## src/rtl/sigma_delta_sample_buffer.sv

```systemverilog
// First-word fall-through sample FIFO between the sigma-delta ADC and a stalling ready/valid consumer.
// Optional SIGMA_DELTA_BUF_OVF_CNT_EN adds a saturating dropped-sample counter on ovf_count.
module sigma_delta_sample_buffer #(
    parameter  int WDTH  = 16,
    parameter  int DEPTH = 16,
    localparam int LVLW  = $clog2(DEPTH) + 1
) (
    input  logic            clk,
    input  logic            rst,
    input  logic [WDTH-1:0] in_data,
    input  logic            in_valid,
    input  logic            flush,
    output logic [WDTH-1:0] m_data,
    output logic            m_valid,
    input  logic            m_ready,
    output logic [LVLW-1:0] level,
    output logic            ovf,
`ifdef SIGMA_DELTA_BUF_OVF_CNT_EN
    output logic [15:0]     ovf_count,
`endif
    input  logic            ovf_clr
);

    localparam int AW = $clog2(DEPTH);

    logic [WDTH-1:0] r_mem [DEPTH];
    logic [AW-1:0]   r_wrPtr;
    logic [AW-1:0]   r_rdPtr;
    logic [LVLW-1:0] r_level;
    logic [WDTH-1:0] r_mData;
    logic            r_ovf;

    logic            w_full;
    logic            w_pop;
    logic            w_push;
    logic            w_drop;
    logic [LVLW-1:0] w_remain;
    logic [LVLW-1:0] w_levelNext;
    logic [AW-1:0]   w_headIdx;
    logic [WDTH-1:0] w_headData;

    // The head after this edge is the incoming sample only when no older entry survives the pop.
    always_comb begin
        w_full      = (r_level == LVLW'(DEPTH));
        w_pop       = (r_level != '0) && m_ready && !flush;
        w_push      = in_valid && !flush && (!w_full || w_pop);
        w_drop      = in_valid && !flush && w_full && !w_pop;
        w_remain    = r_level - LVLW'(w_pop);
        w_levelNext = flush ? '0 : (w_remain + LVLW'(w_push));
        w_headIdx   = w_pop ? (r_rdPtr + AW'(1)) : r_rdPtr;
        w_headData  = (w_remain == '0) ? in_data : r_mem[w_headIdx];
    end

    always_ff @(posedge clk) begin
        if (w_push) begin
            r_mem[r_wrPtr] <= in_data;
        end
    end

    always_ff @(posedge clk or posedge rst) begin
        if (rst) begin
            r_wrPtr <= '0;
            r_rdPtr <= '0;
            r_level <= '0;
            r_mData <= '0;
            r_ovf   <= 1'b0;
        end else begin
            if (flush) begin
                r_wrPtr <= '0;
                r_rdPtr <= '0;
            end else begin
                if (w_push) r_wrPtr <= r_wrPtr + AW'(1);
                if (w_pop)  r_rdPtr <= r_rdPtr + AW'(1);
            end
            r_level <= w_levelNext;
            // m_data keeps its last value once the FIFO runs empty.
            if (w_levelNext != '0) begin
                r_mData <= w_headData;
            end
            if (w_drop) begin
                r_ovf <= 1'b1;
            end else if (ovf_clr) begin
                r_ovf <= 1'b0;
            end
        end
    end

`ifdef SIGMA_DELTA_BUF_OVF_CNT_EN
    logic [15:0] r_ovfCount;

    always_ff @(posedge clk or posedge rst) begin
        if (rst) begin
            r_ovfCount <= '0;
        end else if (ovf_clr) begin
            r_ovfCount <= w_drop ? 16'd1 : 16'd0;
        end else if (w_drop && (r_ovfCount != 16'hFFFF)) begin
            r_ovfCount <= r_ovfCount + 16'd1;
        end
    end

    assign ovf_count = r_ovfCount;
`endif

    assign m_data  = r_mData;
    assign m_valid = (r_level != '0);
    assign level   = r_level;
    assign ovf     = r_ovf;

endmodule

```

## config.mk

```make
export PLATFORM = sky130hd
export DESIGN_NAME = sigma_delta_sample_buffer
export DESIGN_NICKNAME = d
export VERILOG_FILES = /design/src/rtl/sigma_delta_sample_buffer.sv
export SDC_FILE = /design/constraint.sdc
export NUM_CORES = 1
export LEC_CHECK = 0
export CAP_MARGIN = 25
export CORE_MARGIN = 2
export CORE_UTILIZATION = 40
export CTS_CLUSTER_DIAMETER = 200
export DETAILED_ROUTE_END_ITERATION = 16
export PLACE_DENSITY = 0.63
export SLEW_MARGIN = 20
export SYNTH_ARGS = -nofsm -noshare
export SYNTH_HDL_FRONTEND = slang
export SYNTH_SLANG_ARGS = --single-unit
```

## constraint.sdc

```tcl
create_clock -name clk -period 6 [get_ports clk]
set_input_delay 1.2 -clock clk [delete_from_list [all_inputs] [get_ports clk]]
set_output_delay 1.2 -clock clk [all_outputs]
set_load 0.02 [all_outputs]
```

==> impl_metrics.tcl <==
set metrics [dict create \
    die_h_um 180 \
    synth.cell_area_um2 12400 \
    max_clock_freq_ghz 0.226 \
    vias_per_cell 5.82 \
    min_to "ovf$_DFFE_PP0P_" \
    clockRootBuffer "clkbuf_16" \
    leakage_nw 4.69 \
    path_buf_inv 4 \
    synth_flop_cell "edfxtp_1" \
    grt_pass1_vias 7373 \
    cp.arrival_ps 4860 \
    floorplan.rows 64 \
    ant_nets 0 \
    syn_inst 767 \
    r2r_cells 15 \
    endpoint_kind "flop" \
    start_kind "primary input" \
    routedWlPerCell_um 22.7 \
    antenna_found_initial 0 \
    start_util_pct 40.6 \
    required_ps 6430 \
    min_path_type "flop to flop" \
    min_path_cells 2 \
    core-area_um2 30600 \
    clk_pin_slew_ps 70 \
    drt_wl_total_um 28200 \
    post-place-ws_ps 1090 \
    pwr_density_cell_nw_per_um2 443 \
    yosysUniqueCellTypes 60 \
    crit_path_cell_trace "clkdlybuf4s50_1 > nor2b_1 > o21ai_4 > inv_2 > ha_1 > inv_1 > ha_1 > ha_1 > or2b_1 > o211ai_1 > o22ai_1 > xnor2_1 > a31oi_2 > nor2b_1 > buf_4 > a31oi_1" \
    drive_gt1_share_pct 14.8 \
    ys_seq_elements 286 \
    ctsLongestPathBuffers 3 \
    use_met1_pct 25.0 \
    rrSetupSlack_ps 1890 \
    cts-resized-gates 0 \
    grt_max_degree 48 \
    status "finished clean" \
    met2_usage_pct 28.1 \
    synth-seq-area-share_pct 67.9 \
    dieArea_um2 32500 \
    setup_violations 0 \
    cap_viol_max_count 0 \
    synth_warnings 0 \
    path_max_fanout 15 \
    critPathMaxStageDelay_ps 500 \
    setup_tns_ps 0 \
    die_w_um 180 \
    hpwl_um 17700 \
    grt.met3_usage_pct 2.49 \
    n_antenna_cell 0 \
    r2r-end "m_data[10]$_DFFE_PP0P_" \
    synth_enable_flop_cells 256 \
    crit_family "simple AND/OR/NAND/NOR gates" \
    via_count 7227 \
    cts_tree "done" \
    clock_latency_ps 560 \
    grt_setup_unrepaired "no" \
    busiest_layer "met2" \
    rr_startpoint "level[3]$_DFF_PP0_" \
    drt-initial-drc-count 522 \
    htreeDepth 1 \
    fin_crit_sh_pct 73.8 \
    dr.pass1.iters 5 \
    gp_congestion 0.795 \
    drv_slew 0 \
    groute.usage.overall_pct 17.3 \
    port_buffers 44 \
    syn-mean-instance-area_um2 16.2 \
    synthArstFlopShare_pct 10.5 \
    globalRouteOverflowTotal 0 \
    syn_nets 798 \
    clock_sinks 286 \
    slowest_stage "clkdlybuf4s50_1" \
    hold_buffers 0 \
    hold_viol_final 0 \
    ir_drop_mv 0.227 \
    cts_setup_buffers 0 \
    io_pins 45 \
    min_from "ovf$_DFFE_PP0P_" \
    fin_nets 854 \
    grt_pass1_wl_um 44000 \
    crit_top_cell "ha_1" \
    fin_worst_skew_ps 13.9 \
    min_period_ps 4430 \
    worstSetupPathType "primary input to flop" \
    slew_headroom_pct 29.9 \
    drc 0 \
    worstMarginPinSlew_ps 1050 \
    setup_ws_ps 1570 \
    syn_to_final_growth_pct 16.2 \
    cts_buffers 29 \
]
power by group:
part	internal, mW	switching, mW	leakage [nW]	total [mW]
clock	1.25	0.749	0.516	2.00
combinational	0.910	1.12	1.50	2.03
sequential	2.27	0.0940	2.68	2.37
total	4.43	1.96	4.69	6.39
cells in the final DEF (no fill, tap or decap), types with 9 or more instances in the layout:
master and instances:
mux2i_1 52, nand3_1 14, mux4_2 35, dfrtp_1 30, or3_1 17, inv_1 13, o21ai_0 26, edfxtp_1 256
a31oi_1 15, nand2_1 29, nor2_1 20, a22oi_1 9, and2_1 19, buf_4 29, a221oi_1 35, o221ai_1 11
clkdlybuf4s50_1 44, o22ai_1 16, clkbuf_16 29, a21oi_1 32, ha_1 9, a22o_1 11
cell type report:
type	count	area [um2]
fillers	2596	16100
flip-flops and latches	286	8440
multi-input cells	418	3700
clock buffers	34	754
repair buffers	74	686
well taps	396	495
clock inverters	20	318
inverters	14	52.6
sequential cells by signal, summed over array words and instances (netlist names):
signal and cells:
r_mem 256, m_data 16, level 5, r_rdPtr 4, r_wrPtr 4, ovf 1
kinds of logic after synthesis:
group / count (synthesis) / share of synthesized area (%)
buf+inv: 63 / 2.47
xor+xnor: 13 / 1.13
simple gates: 125 / 5.34
mux: 96 / 12.3
flops: 286 / 67.9
compound gates: 175 / 9.97
fa+ha+maj: 9 / 0.906
how the worst max path moves through the flow:
stage               startpoint                endpoint  slack (ps)  cells after the start
finish                 m_ready  m_data[10]$_DFFE_PP0P_        1570                     16
global route           m_ready  m_data[15]$_DFFE_PP0P_        1330                     16
floorplan                flush  m_data[11]$_DFFE_PP0P_        1250                     18
detailed placement     m_ready  m_data[10]$_DFFE_PP0P_        1090                     16
global placement       m_ready   m_data[0]$_DFFE_PP0P_        1220                     16
CTS                    m_ready  m_data[10]$_DFFE_PP0P_        1640                     16
through the flow:
stage	hold WS (ps)	power (mW)	util, %	cell area [um2]	cells
floorplan	553	3.87	-	12400	767
global placement	564	4.40	43.6	13300	1187
detailed placement	581	4.43	43.6	13300	1187
CTS	589	6.43	47.1	14400	1241
global route	630	6.69	47.2	14400	1242
finish	580	6.39	47.2	14400	1242
cells in the mapped netlist (11+ instances only):
cell type / count / area, um2
a21oi_1: 32 / 160
a221oi_1: 35 / 307
a22o_1: 11 / 96.3
a31oi_1: 16 / 100
and2_1: 19 / 119
clkbuf_1: 36 / 135
dfrtp_1: 30 / 751
edfxtp_1: 256 / 7690
inv_1: 13 / 48.8
mux2i_1: 52 / 521
mux4_2: 35 / 788
nand2_1: 29 / 109
nand3_1: 14 / 70.1
nor2_1: 20 / 75.1
o21ai_0: 26 / 130
o221ai_1: 11 / 96.3
o22ai_1: 16 / 100
or3_1: 17 / 106
layer usage:
metal	wire length, um	vias up
li1	-	3249
met2	13500	195
met1	12800	3746
met5	0	-
met4	417	0
met3	1550	37
worst min-delay path, delay by kind of cell (launching register included):
family          cells  cell delay, ps
flops               1             400
compound gates      1              80
buf+inv             1              60
No activity file was read; power rests on OpenSTA's default activity.
